### config.mk
export PLATFORM = sky130hd
export DESIGN_NAME = usr_shift_ctrl_flat
export DESIGN_NICKNAME = d
export VERILOG_FILES = /design/src/rtl/usr_ctrl_pkg.sv /design/src/rtl/usr_shift_ctrl_if.sv /design/src/rtl/usr_shift_ctrl_cnt.sv /design/src/rtl/usr_shift_ctrl.sv /design/src/flat_wrapper.sv
export SDC_FILE = /design/constraint.sdc
export NUM_CORES = 1
export LEC_CHECK = 0
export ABC_AREA = 1
export CORE_UTILIZATION = 25
export CTS_CLUSTER_SIZE = 8
export DETAILED_ROUTE_END_ITERATION = 12
export PLACE_DENSITY = 0.53
export SKIP_LAST_GASP = 1
export SLEW_MARGIN = 25
export SYNTH_ARGS = -nofsm -noshare
export SYNTH_HDL_FRONTEND = slang
export SYNTH_SLANG_ARGS = --single-unit
export TNS_END_PERCENT = 30
### constraint.sdc
create_clock -name clk -period 1.4 [get_ports clk]
set_clock_uncertainty 0.2 [all_clocks]
set_input_delay 0.28 -clock clk [delete_from_list [all_inputs] [get_ports clk]]
set_output_delay 0.28 -clock clk [all_outputs]
set_load 0.005 [all_outputs]
### src/rtl/usr_ctrl_pkg.sv
// Shared types and constants for the USR command sequencer.
// Build option: USR_CTRL_ROTATE_EN enables op 11 as ROTATE.
package usr_ctrl_pkg;

  typedef enum logic [1:0] {
    OP_LOAD   = 2'b00,
    OP_UP     = 2'b01,
    OP_DN     = 2'b10,
    OP_ROTATE = 2'b11
  } op_e;

  localparam logic [1:0] M_LOAD = 2'b00;
  localparam logic [1:0] M_UP   = 2'b01;
  localparam logic [1:0] M_DN   = 2'b10;
  localparam logic [1:0] M_HOLD = 2'b11;

  typedef enum logic [1:0] {
    S_IDLE  = 2'b00,
    S_LOAD  = 2'b01,
    S_SHIFT = 2'b10,
    S_DONE  = 2'b11
  } state_e;

  // Op 11 is only meaningful when the rotate feature is built in.
  function automatic logic op_legal(input op_e op);
`ifdef USR_CTRL_ROTATE_EN
    op_legal = (op == op);
`else
    op_legal = (op != OP_ROTATE);
`endif
  endfunction

endpackage

### src/rtl/usr_shift_ctrl_if.sv
// Command, serial-in and serial-out streams of the USR sequencer.
// Build option: USR_CTRL_ROTATE_EN (no effect on this interface).
interface usr_shift_ctrl_if #(
  parameter int WIDTH = 8,
  parameter int CNT_W = 4
);

  logic             cmd_valid;
  logic             cmd_ready;
  logic [1:0]       cmd_op;
  logic [CNT_W-1:0] cmd_len;
  logic [WIDTH-1:0] cmd_data;

  logic             sin_valid;
  logic             sin_data;
  logic             sin_ready;

  logic             sout_valid;
  logic             sout_data;

  modport master (
    output cmd_valid,
    output cmd_op,
    output cmd_len,
    output cmd_data,
    output sin_valid,
    output sin_data,
    input  cmd_ready,
    input  sin_ready,
    input  sout_valid,
    input  sout_data
  );

  modport slave (
    input  cmd_valid,
    input  cmd_op,
    input  cmd_len,
    input  cmd_data,
    input  sin_valid,
    input  sin_data,
    output cmd_ready,
    output sin_ready,
    output sout_valid,
    output sout_data
  );

endinterface

### src/rtl/usr_shift_ctrl_cnt.sv
// Loadable down-counter of remaining shift steps.
// Build option: USR_CTRL_ROTATE_EN (no effect on this module).
module usr_shift_cnt #(
  parameter int CNT_W = 4
) (
  input  logic             clk,
  input  logic             reset,
  input  logic             load_i,
  input  logic [CNT_W-1:0] len_i,
  input  logic             dec_i,
  output logic             last_o
);

  logic [CNT_W-1:0] rem_q;
  logic [CNT_W-1:0] rem_d;

  // Next count: reload on accept, step down per shift, never wrap.
  always_comb begin
    rem_d = rem_q;
    if (load_i) begin
      rem_d = len_i;
    end else if (dec_i && (rem_q != '0)) begin
      rem_d = rem_q - 1'b1;
    end
  end

  // Count register.
  always_ff @(posedge clk) begin
    if (reset) begin
      rem_q <= '0;
    end else begin
      rem_q <= rem_d;
    end
  end

  assign last_o = (rem_q == CNT_W'(1));

endmodule

### src/rtl/usr_shift_ctrl.sv
// Command sequencer for an 8-bit universal shift register.
// Build option: USR_CTRL_ROTATE_EN makes op 11 a rotate, else illegal.
module usr_shift_ctrl
  import usr_ctrl_pkg::*;
#(
  parameter int WIDTH = 8,
  parameter int CNT_W = 4
) (
  input  logic             clk,
  input  logic             reset,
  usr_shift_ctrl_if.slave  bus,
  input  logic [WIDTH-1:0] usr_q,
  output logic [1:0]       usr_s,
  output logic [WIDTH-1:0] usr_i,
  output logic             usr_ser_lo,
  output logic             usr_ser_hi,
  output logic             busy,
  output logic             done,
  output logic             err
);

  state_e           state_q;
  op_e              op_q;
  logic [WIDTH-1:0] data_q;
  logic             err_q;

  logic             accept;
  op_e              cmd_op;
  logic             step;
  logic             last;
  logic             sin_rdy;
  logic             so_vld;
  logic             so_dat;
  logic [1:0]       mode;
  logic             ser_lo;
  logic             ser_hi;

  assign cmd_op = op_e'(bus.cmd_op);
  assign accept = bus.cmd_valid && (state_q == S_IDLE);

  usr_shift_cnt #(
    .CNT_W (CNT_W)
  ) u_cnt (
    .clk    (clk),
    .reset  (reset),
    .load_i (accept),
    .len_i  (bus.cmd_len),
    .dec_i  (step),
    .last_o (last)
  );

  // USR pin decode from state, op and this cycle's serial-in offer.
  always_comb begin
    mode    = M_HOLD;
    ser_lo  = 1'b0;
    ser_hi  = 1'b0;
    so_vld  = 1'b0;
    so_dat  = 1'b0;
    sin_rdy = 1'b0;
    step    = 1'b0;
    if (state_q == S_LOAD) begin
      mode = M_LOAD;
    end
    if (state_q == S_SHIFT) begin
      unique case (1'b1)
        (op_q == OP_UP): begin
          sin_rdy = 1'b1;
          if (bus.sin_valid) begin
            step   = 1'b1;
            mode   = M_UP;
            ser_lo = bus.sin_data;
            so_vld = 1'b1;
            so_dat = usr_q[WIDTH-1];
          end
        end
        (op_q == OP_DN): begin
          sin_rdy = 1'b1;
          if (bus.sin_valid) begin
            step   = 1'b1;
            mode   = M_DN;
            ser_hi = bus.sin_data;
            so_vld = 1'b1;
            so_dat = usr_q[0];
          end
        end
`ifdef USR_CTRL_ROTATE_EN
        (op_q == OP_ROTATE): begin
          step   = 1'b1;
          mode   = M_UP;
          ser_lo = usr_q[WIDTH-1];
          so_vld = 1'b1;
          so_dat = usr_q[WIDTH-1];
        end
`endif
        default: begin
          step = 1'b0;
        end
      endcase
    end
  end

  // Sequencer state, captured command and error flag.
  always_ff @(posedge clk) begin
    if (reset) begin
      state_q <= S_IDLE;
      op_q    <= OP_LOAD;
      data_q  <= '0;
      err_q   <= 1'b0;
    end else begin
      unique case (state_q)
        S_IDLE: begin
          if (accept) begin
            op_q   <= cmd_op;
            data_q <= bus.cmd_data;
            err_q  <= 1'b0;
            if (cmd_op == OP_LOAD) begin
              state_q <= S_LOAD;
            end else if (!op_legal(cmd_op)) begin
              err_q   <= 1'b1;
              state_q <= S_DONE;
            end else if (bus.cmd_len == '0) begin
              state_q <= S_DONE;
            end else begin
              state_q <= S_SHIFT;
            end
          end
        end
        S_LOAD: begin
          state_q <= S_DONE;
        end
        S_SHIFT: begin
          if (step && last) begin
            state_q <= S_DONE;
          end
        end
        S_DONE: begin
          err_q   <= 1'b0;
          state_q <= S_IDLE;
        end
        default: begin
          state_q <= S_IDLE;
        end
      endcase
    end
  end

  assign usr_s          = mode;
  assign usr_i          = data_q;
  assign usr_ser_lo     = ser_lo;
  assign usr_ser_hi     = ser_hi;
  assign bus.cmd_ready  = (state_q == S_IDLE);
  assign bus.sin_ready  = sin_rdy;
  assign bus.sout_valid = so_vld;
  assign bus.sout_data  = so_dat;
  assign busy           = (state_q != S_IDLE);
  assign done           = (state_q == S_DONE);
  assign err            = (state_q == S_DONE) && err_q;

endmodule

### src/flat_wrapper.sv
// flat-port wrapper written by rule: the top's interface ports become plain ports
module usr_shift_ctrl_flat import usr_ctrl_pkg::*;
#(
  parameter int WIDTH = 8,
  parameter int CNT_W = 4
)
  (clk, reset, usr_q, usr_s, usr_i, usr_ser_lo, usr_ser_hi, busy, done, err, bus_cmd_valid, bus_cmd_op, bus_cmd_len, bus_cmd_data, bus_sin_valid, bus_sin_data, bus_cmd_ready, bus_sin_ready, bus_sout_valid, bus_sout_data);
  usr_shift_ctrl_if #(.WIDTH(WIDTH), .CNT_W(CNT_W)) bus_i ();
  input  logic clk;
  input  logic reset;
  input  logic [WIDTH-1:0] usr_q;
  output logic [1:0] usr_s;
  output logic [WIDTH-1:0] usr_i;
  output logic usr_ser_lo;
  output logic usr_ser_hi;
  output logic busy;
  output logic done;
  output logic err;
  input wire logic [$bits(bus_i.cmd_valid)-1:0] bus_cmd_valid;
  input wire logic [$bits(bus_i.cmd_op)-1:0] bus_cmd_op;
  input wire logic [$bits(bus_i.cmd_len)-1:0] bus_cmd_len;
  input wire logic [$bits(bus_i.cmd_data)-1:0] bus_cmd_data;
  input wire logic [$bits(bus_i.sin_valid)-1:0] bus_sin_valid;
  input wire logic [$bits(bus_i.sin_data)-1:0] bus_sin_data;
  output wire logic [$bits(bus_i.cmd_ready)-1:0] bus_cmd_ready;
  output wire logic [$bits(bus_i.sin_ready)-1:0] bus_sin_ready;
  output wire logic [$bits(bus_i.sout_valid)-1:0] bus_sout_valid;
  output wire logic [$bits(bus_i.sout_data)-1:0] bus_sout_data;
  assign bus_i.cmd_valid = bus_cmd_valid;
  assign bus_i.cmd_op = bus_cmd_op;
  assign bus_i.cmd_len = bus_cmd_len;
  assign bus_i.cmd_data = bus_cmd_data;
  assign bus_i.sin_valid = bus_sin_valid;
  assign bus_i.sin_data = bus_sin_data;
  assign bus_cmd_ready = bus_i.cmd_ready;
  assign bus_sin_ready = bus_i.sin_ready;
  assign bus_sout_valid = bus_i.sout_valid;
  assign bus_sout_data = bus_i.sout_data;
  usr_shift_ctrl #(.WIDTH(WIDTH), .CNT_W(CNT_W)) u_core (.clk(clk), .reset(reset), .bus(bus_i), .usr_q(usr_q), .usr_s(usr_s), .usr_i(usr_i), .usr_ser_lo(usr_ser_lo), .usr_ser_hi(usr_ser_hi), .busy(busy), .done(done), .err(err));
endmodule
# Word-level counts from Yosys, hierarchy flattened
# Cells that the tools add are included.
word_totals:
  register_bits: 17
  latch_bits: 0
  mem_bits_rw: 0
  rom_bits: 0
  in_bits: 27
  output_inout_bits: 19
  wordCells: 61
  memories: 0
classes:
  addsub: 1
  multipliers: 0
  div_mod_pow: 0
  n_lt_le_gt_ge: 0
  eq_ne: 9
  shifts: 0
  muxes: 31
  n_bitwise: 0
  reduce_logical: 15
ops:
  columns: ["cell", "n"]
  rows:
  - ["1-bit two-way mux", 17]
  - ["2-bit two-way mux", 8]
  - ["4-bit two-way mux", 2]
  - ["2-bit case mux with 4 select lines", 1]
  - ["2-bit equality test (second input constant)", 3]
  - ["2-bit AND reduction", 3]
  - ["2-bit nonzero test", 3]
  - ["2-bit by 1-bit equality test with 1-bit output (second input constant)", 2]
  - ["4-bit by 1-bit equality test with 1-bit output (second input constant)", 1]
  - ["1-bit logical AND", 4]
  - ["2-bit zero test", 2]
  - ["4-bit zero test", 1]
  - ["2-bit inequality test (second input constant)", 2]
  - ["1-bit case mux with 2 select lines", 2]
  - ["2-bit case mux with 2 select lines", 1]
  - ["4-bit nonzero test", 1]
  - ["4-bit by 1-bit subtractor with 4-bit output (second input constant)", 1]
  - ["2-bit by 1-bit inequality test with 1-bit output (second input constant)", 1]
  - ["2-bit OR reduction", 1]

# Longest topological paths before layout
# Gate-level depths: netlist of run 1.
logic_depth:
  ltp_word: 7
  mapped_depth: 10

# Hierarchy
# A second synthesis of run 1 with hierarchy kept.
hier_totals:
  hier_cells: 154
  hier_area_um2: 1049.8
by_module_without_submodules:
  columns: ["module", "instances", "cells_each", "area_per_inst_um2"]
  rows:
  - ["usr_shift_ctrl", 1, 113, 753.2]
  - ["usr_shift_cnt", 1, 41, 296.5]

# Least setup slack after synthesis of run 1
# OpenSTA, ideal clock, no wires.
synth_path:
  kind: "register -> output"
  start: "register u_core.op_q[0]"
  end: "output port bus_sout_data"
  arrival_ns: 1.147
  required_time_ns: 0.920
  path_slack_ns: -0.227
  stages_incl_launch_ff: 7
  cell_sequence: "dfxtp_1 > inv_1 > ha_1 > inv_1 > nand2_4 > nor2_8 > a21boi_0"
synth_via:
  elab_chain_cells: 3
synth_rtl:
  columns: ["item", "line_no", "rtl"]
  rows:
  - ["from (decl)", "usr_shift_ctrl.sv:23", "op_e op_q;"]
  - ["from (signal assigned)", "usr_shift_ctrl.sv:113", "op_q <= cmd_op;"]
  - ["2-bit equality test or 2-bit by 1-bit equality test with 1-bit output (tied branches)", "usr_shift_ctrl.sv:76, usr_shift_ctrl.sv:66", null]
  - ["1-bit case mux with 2 select lines (*)", "usr_shift_ctrl.sv:65", "unique case (1'b1)"]
  - ["1-bit two-way mux (*)", "usr_shift_ctrl.sv:64", "if (state_q == S_SHIFT) begin"]
  - ["to (decl)", "flat_wrapper.sv:28", "output wire logic [$bits(bus_i.sout_data)-1:0] bus_sout_data;"]
# Every way passes the cells marked *; elsewhere a longest branch is shown, timed or not.

# Final worst setup path of run 1
layout_path:
  start: "register u_core.op_q[0]"
  end: "output port usr_s[0]"
layout_via:
  elab_chain_cells: 3
layout_rtl:
  columns: ["item", "line_no", "rtl"]
  rows:
  - ["2-bit equality test or 2-bit by 1-bit equality test with 1-bit output (tied branches)", "usr_shift_ctrl.sv:76, usr_shift_ctrl.sv:66", null]
  - ["2-bit case mux with 2 select lines (*)", "usr_shift_ctrl.sv:65", null]
  - ["2-bit two-way mux (*)", "usr_shift_ctrl.sv:64", null]
  - ["to (decl)", "flat_wrapper.sv:12", "output logic [1:0] usr_s;"]
# Marked as above.

==> results of run 1 <==
==> placed cells by master (no fill, tap or decap), types with 2 or more instances in the layout <==
cell,netlist,final
clkdlybuf4s50_1,0,27
nand2_1,32,26
nor2_1,28,26
buf_4,1,22
dfxtp_1,17,13
o21ai_0,13,12
buf_6,0,12
inv_1,21,11
inv_2,2,7
buf_2,0,7
ha_4,0,6
inv_4,0,5
a21oi_1,8,5
nand3_1,7,5
nand2_2,0,4
nand2_8,0,3
a21oi_2,0,3
nor3_2,0,3
ha_1,9,3
clkbuf_8,1,3
nand2_4,3,2
o31ai_4,0,2
nand3_2,0,2
nor2_2,0,2
dfxtp_2,0,2
dfxtp_4,0,2
==> power groups by stage <==
stage / combinational (W) / clock, W / sequential (W)
final: 0.00246 / 0.000385 / 0.000806
after global routing: 0.00272 / 0.000419 / 0.000828
after CTS: 0.00216 / 0.000403 / 0.000803
after detailed placement: 0.00195 / 0 / 0.000782
after global placement: 0.00191 / 0 / 0.000781
after floorplan: 0.00113 / 0 / 0.000773
==> kinds of logic after synthesis <==
logic type	count (synthesis)	share of synthesized area, %
xor+xnor	1	0.822
simple gates	77	32.5
flops	17	31.9
buf+inv	27	10.8
fa+ha+maj	9	10.6
compound gates	26	13.4
==> through the flow <==
step	setup TNS, ns	setup slack (ns)	util, %	instances
after floorplan	-0.182	-0.0679	-	157
after global placement	-9.66	-0.764	42.6	264
after detailed placement	-10.11	-0.782	42.6	264
after CTS	-9.12	-0.483	46.7	277
after global routing	-10.48	-0.531	50.0	279
final	-7.99	-0.445	50.0	279
==> sequential cells by signal, indices dropped and copies added (netlist names) <==
register / cells
u_core.state_q: 2
u_core.op_q: 2
u_core.u_cnt.rem_q: 4
u_core.usr_i: 8
u_core.err_q: 1
==> per-layer routing <==
layer	global-route usage [%]	wire length, um	vias up
met4	3.99	35	0
met5	0	0	-
li1	-	-	636
met1	15.6	1270	546
met2	24.8	1530	25
met3	4.22	129	4
==> area by class of cell <==
cell class	instances	share of cell area [%]
repair buffers	72	32.4
clock inverters	1	0.370
well taps	50	3.09
inverters	23	4.88
multi-input cells	113	39.9
flip-flops and latches	17	17.3
clock buffers	3	2.04
==> worst reg2reg max path, stage by stage, from the launching register on <==
cell	delay [ns]
dfxtp_2	0.34
inv_2	0.05
ha_4	0.27
inv_4	0.04
nand2_8	0.11
nor2_8	0.04
buf_6	0.11
buf_6	0.12
nand2_8	0.07
nand3_2	0.07
nand2_2	0.08
nor2_2	0.03
nor2_1	0.08
==> worst max path at each step <==
stage                    end  cells after the start
6_report            usr_s[0]                      8
5_1_grt             usr_s[1]                      7
4_1_cts             usr_s[1]                      7
3_5_place_dp        usr_s[0]                      6
3_3_place_gp        usr_s[0]                      6
2_1_floorplan  bus_sout_data                      6
==> what timing repair did <==
item,4_1_cts,5_1_grt
cloned,0,0
gates resized for setup,61,30
setup endpoints to repair,36,36
setup buffers,9,3
hold endpoints to repair,0,0
pin swaps,7,8
==> results.md, run 1 <==
* CTS tree: yes
* Post-synth cell types at 22
* Initial DRC count at 42
* Fin Hold WS at 0.285 ns
* WHS Path Cells at 2
* Clock slew at reported path FFs at 0.08 ns
* CP max stage delay at 0.34 ns
* Share of cells above drive strength 1 at 40.2%
* Post-CTS Hold Fix Bufs at 0
* Via/cell ratio at 4.34
* Insertion delay to the later sink of the worst-skew pair at 0.26 ns
* WP data arrival at 1.37 ns
* CTS H-tree lvls at 1
* CP cell instances: inv_2 > ha_4 > inv_4 > nand2_8 > nand2_4 > o31ai_4 > inv_1 > buf_2
* Synth top area share at 31.9%
* Power share of the clock group at 10.5%
* Sw frac at 41.7%
* # diodes at 0
* Max Cap Violations at 0
* Most frequent cells after synthesis: nand2_1 (32), nor2_1 (28), inv_1 (21)
* Drt first pass iters at 4
* Failing checks: setup timing
* Ys Warns at 0
* Remaining antenna violation count at 0
* CP endpoint kind: primary output
* Chip width at 67.3 um
* Cells after Synth at 157
* I/O Buffers at 39
* Seq/Total Area, Yosys at 31.9%
* Ranking of synthesized cells by area: dfxtp_1 (32%), nand2_1 (11%), ha_1 (11%), nor2_1 (9.9%), inv_1 (7.4%)
* # IOs at 46
* Largest net degree at the start of global routing at 13
* Num CTS Buffers at 3
* Slew HR at 83.6%
* DRC at 0
* Commonest register cell after synthesis: dfxtp_1
* RR Startpoint: u_core.op_q[0]$_SDFFE_PP0P_
* Crit path buf inv count at 4
* Final Instance Area at 0.00203 sq mm
* Maximum fanout along the worst path at 5
* Slowest CP cell: dfxtp_2
* Net switching power at 0.00152 W
* Final Routed Wirelength at 2960 um
* Clock Tree Root: clkbuf_8
* Mapped Nets at 193
* WP data required at 0.92 ns
* Reg-to-reg endpoint: u_core.u_cnt.rem_q[3]$_SDFFE_PP0P_
* Number of synthesized flops with an enable pin at 0
* Area occupied by registers at 350 sq um
* Tightest Hold Check Type: reg2reg
* Grt ovf at 0
* Wire length per cell at 10.6 um
* Sequential share of power at 22.1%
* Starting Density at 26.3%
* Hold EP: u_core.usr_i[6]$_SDFFE_PP0P_
* Area of the multi-input gates at 810 sq um
* Slew @ Worst Pin at 0.245 ns
* Final Hold Viols at 0
* RSZ-0062 raised after global routing: true
* Fin worst setup slack at -0.445 ns
* Total power at 0.00365 W
* HP Start: u_core.usr_i[6]$_SDFFE_PP0P_
* Critical path's top delay family: flip-flops
* Crit. Startpoint: u_core.op_q[0]$_SDFFE_PP0P_
* Total core area at 0.00406 sq mm
* Fill cells at 390
* Initial antenna violation count at 0
* Synth area leader: dfxtp_1
* Syn Std Cell Area at 0.00107 sq mm
* Die area at 0.00453 sq mm
* Post-DP HPWL at 2160 um
* Total GRT Usage at 13.8%
* Vias in the first global route at 1137
* First-pass GRT wire length at 4690 um
* DP Area at 0.00173 sq mm
* VDD IR max at 0.780 mV
* Slew Limit Fails at 0
* Async SR Flop Fraction at 0%
* R2R depth at 12
* FF-to-FF setup slack at -0.26 ns
* FF+latch count, synth at 17
* Area Overhead vs Synth at 90.1%
* Count leader, synth: nand2_1
* Die Y at 67.3 um
* Tcrit/Tclk final at 132%
* Internal power at 0.00213 W
* CP Class: reg2out
* Pleak at 0.906 nW
* Std-Cell Rows at 23
* Syn avg cell area at 6.79 sq um
* Layout net count at 266
* Clock sinks at 17
* Setup Viol. Count Final at 36
* Power per cell area at 1800 mW/mm^2
* Logic pwr share at 67.4%
* Final min period at 1.85 ns
* Outcome: complete, but fails checks
* Max Buffers Root-to-Sink at 2
* DR vias at 1211
* Peak Freq at 0.542 GHz
* Placer Congestion at 0.802
* CP Launch Type: flop
Note: power is estimated with default switching activity, not from simulation.
==> run 2: changes to the inputs <==
- CTS_CLUSTER_DIAMETER: default -> 60
- SKIP_CTS_REPAIR_TIMING: default -> 1
==> run 2 against run 1 <==
Sequential cell count unchanged. Maximum frequency down 2.1%. Global-route usage down 0.53 points. Register-to-register slack worse by 0.03 ns. Core utilization down 2.4 points. Critical endpoint is now usr_s[1]. Combinational power down 7%. Cell count down 0.72%. Count of clock-buffer cells in the layout unchanged. The run still ends with setup timing left. Clock power about the same. Worst hold slack about the same. Critical path type unchanged. Setup slack worse by 0.040 ns.
==> results.md, run 2 (same netlist as run 1, synthesis figures left out) <==
* Outcome: complete, but fails checks
* Failing checks: setup timing
* I/O Buffers at 39
* Num CTS Buffers at 3
* Setup Viol. Count Final at 36
* Max Buffers Root-to-Sink at 2
* CP endpoint kind: primary output
* Grt ovf at 0
* Clock sinks at 17
* CP max stage delay at 0.34 ns
* Total core area at 0.00406 sq mm
* Drt first pass iters at 4
* Via/cell ratio at 4.36
* CP cell instances: inv_2 > ha_4 > inv_4 > nand2_8 > o31ai_4 > inv_1 > clkbuf_2
* Final Hold Viols at 0
* Post-DP HPWL at 2160 um
* Largest net degree at the start of global routing at 13
* Std-Cell Rows at 23
* # IOs at 46
* RSZ-0062 raised after global routing: true
* Tightest Hold Check Type: reg2reg
* Slew HR at 83.0%
* Utilization after layout at 47.5%
* Fin worst setup slack at -0.485 ns
* WP data arrival at 1.41 ns
* Slew @ Worst Pin at 0.255 ns
* Remaining antenna violation count at 0
* Most frequent cells in the layout: nand2_1 (28), nor2_1 (28), clkdlybuf4s50_1 (28)
* First-pass GRT wire length at 4510 um
* Starting Density at 26.3%
* Placer Congestion at 0.802
* Layout net count at 264
* Pleak at 0.881 nW
* Tcrit/Tclk final at 135%
* Clock Tree Root: clkbuf_8
* Chip width at 67.3 um
* Max Cap Violations at 0
* Initial DRC count at 44
* Clock slew at reported path FFs at 0.07 ns
* Final Routed Wirelength at 2860 um
* Initial antenna violation count at 0
* Max reg flops at 8
* Final min period at 1.89 ns
* CP Launch Type: flop
* Total GRT Usage at 13.3%
* Slowest CP cell: dfxtp_2
* Power per cell area at 1810 mW/mm^2
* Share of cells above drive strength 1 at 35.2%
* Area Overhead vs Synth at 81.0%
* Peak Freq at 0.530 GHz
* Die area at 0.00453 sq mm
* VDD IR max at 0.764 mV
* CP Class: reg2out
* WP data required at 0.92 ns
* DR vias at 1208
* Die Y at 67.3 um
* # diodes at 0
* FF-to-FF setup slack at -0.29 ns
* CTS H-tree lvls at 1
* Wire length per cell at 10.3 um
* Insertion delay to the later sink of the worst-skew pair at 0.26 ns
* Total power at 0.00348 W
* Slew Limit Fails at 0
* Maximum fanout along the worst path at 5
* Vias in the first global route at 1075
* DRC at 0
* CTS tree: yes
* Fill cells at 397
==> run 2: changes by cell type in the layout (fill, tap and decap cells not counted), moves of 2 or more <==
cell / previous run / this run
nand2_8: 3 / 1
a21oi_2: 3 / 1
nor2_2: 2 / 0
nand3_2: 2 / 0
inv_1: 11 / 13
buf_2: 7 / 2
nor2_1: 26 / 28
a21oi_1: 5 / 7
inv_4: 5 / 3
nand2_1: 26 / 28
buf_6: 12 / 8
clkbuf_2: 0 / 7
nand3_1: 5 / 7
==> run 2: worst paths after layout <==
path | start | end | cells past startpoint
worst min-delay path | u_core.usr_i[6]$_SDFFE_PP0P_ | u_core.usr_i[6]$_SDFFE_PP0P_ | 2
worst min register to register | u_core.usr_i[6]$_SDFFE_PP0P_ | u_core.usr_i[6]$_SDFFE_PP0P_ | 2
worst max register to register | u_core.op_q[0]$_SDFFE_PP0P_ | u_core.u_cnt.rem_q[3]$_SDFFE_PP0P_ | 12
worst max-delay path | u_core.op_q[0]$_SDFFE_PP0P_ | usr_s[1] | 7
==> run 2: where the power goes <==
group | internal, W | switching, W | leakage, nW | total (W)
registers | 0.000663 | 0.000153 | 0.142 | 0.000817
clock network | 0.000201 | 0.000187 | 0.0217 | 0.000387
logic | 0.00119 | 0.00109 | 0.717 | 0.00228
==> run 2: worst max-delay path, delay by kind of cell (launching register included) <==
family / cells / cell delay [ns]
AO/OA/AOI/OAI: 1 / 0.23
adder cells (fa/ha/maj): 1 / 0.21
buffers and inverters: 4 / 0.27
flip-flops: 1 / 0.34
AND/OR/NAND/NOR: 1 / 0.09
==> run 2: metal layers <==
metal / GRT usage, % / routed length [um]
met1: 15.7 / 1280
met2: 22.8 / 1410
met3: 4.22 / 133
met4: 3.99 / 35
met5: 0 / 0
==> run 2: cell type report <==
type / count / area (sq um) / area share (%)
multi-input combinational: 113 / 753 / 39.0
timing repair buffer: 70 / 621 / 32.2
sequential: 17 / 350 / 18.2
inverter: 23 / 93.8 / 4.86
tap: 50 / 62.6 / 3.24
clock buffer: 3 / 41.3 / 2.14
clock inverter: 1 / 7.51 / 0.389
==> run 2: stage by stage <==
| stage | instances | TNS [ns] | setup WS (ns) | hold WS [ns] | instance area, sq um |
|---|---|---|---|---|---|
| 2_1_floorplan | 157 | -0.182 | -0.0679 | 0.149 | 1120 |
| 3_3_place_gp | 264 | -9.66 | -0.764 | 0.266 | 1730 |
| 3_5_place_dp | 264 | -10.11 | -0.782 | 0.274 | 1730 |
| 4_1_cts | 268 | -13.10 | -0.832 | 0.287 | 1780 |
| 5_1_grt | 277 | -12.25 | -0.565 | 0.299 | 1930 |
| 6_report | 277 | -9.42 | -0.485 | 0.285 | 1930 |
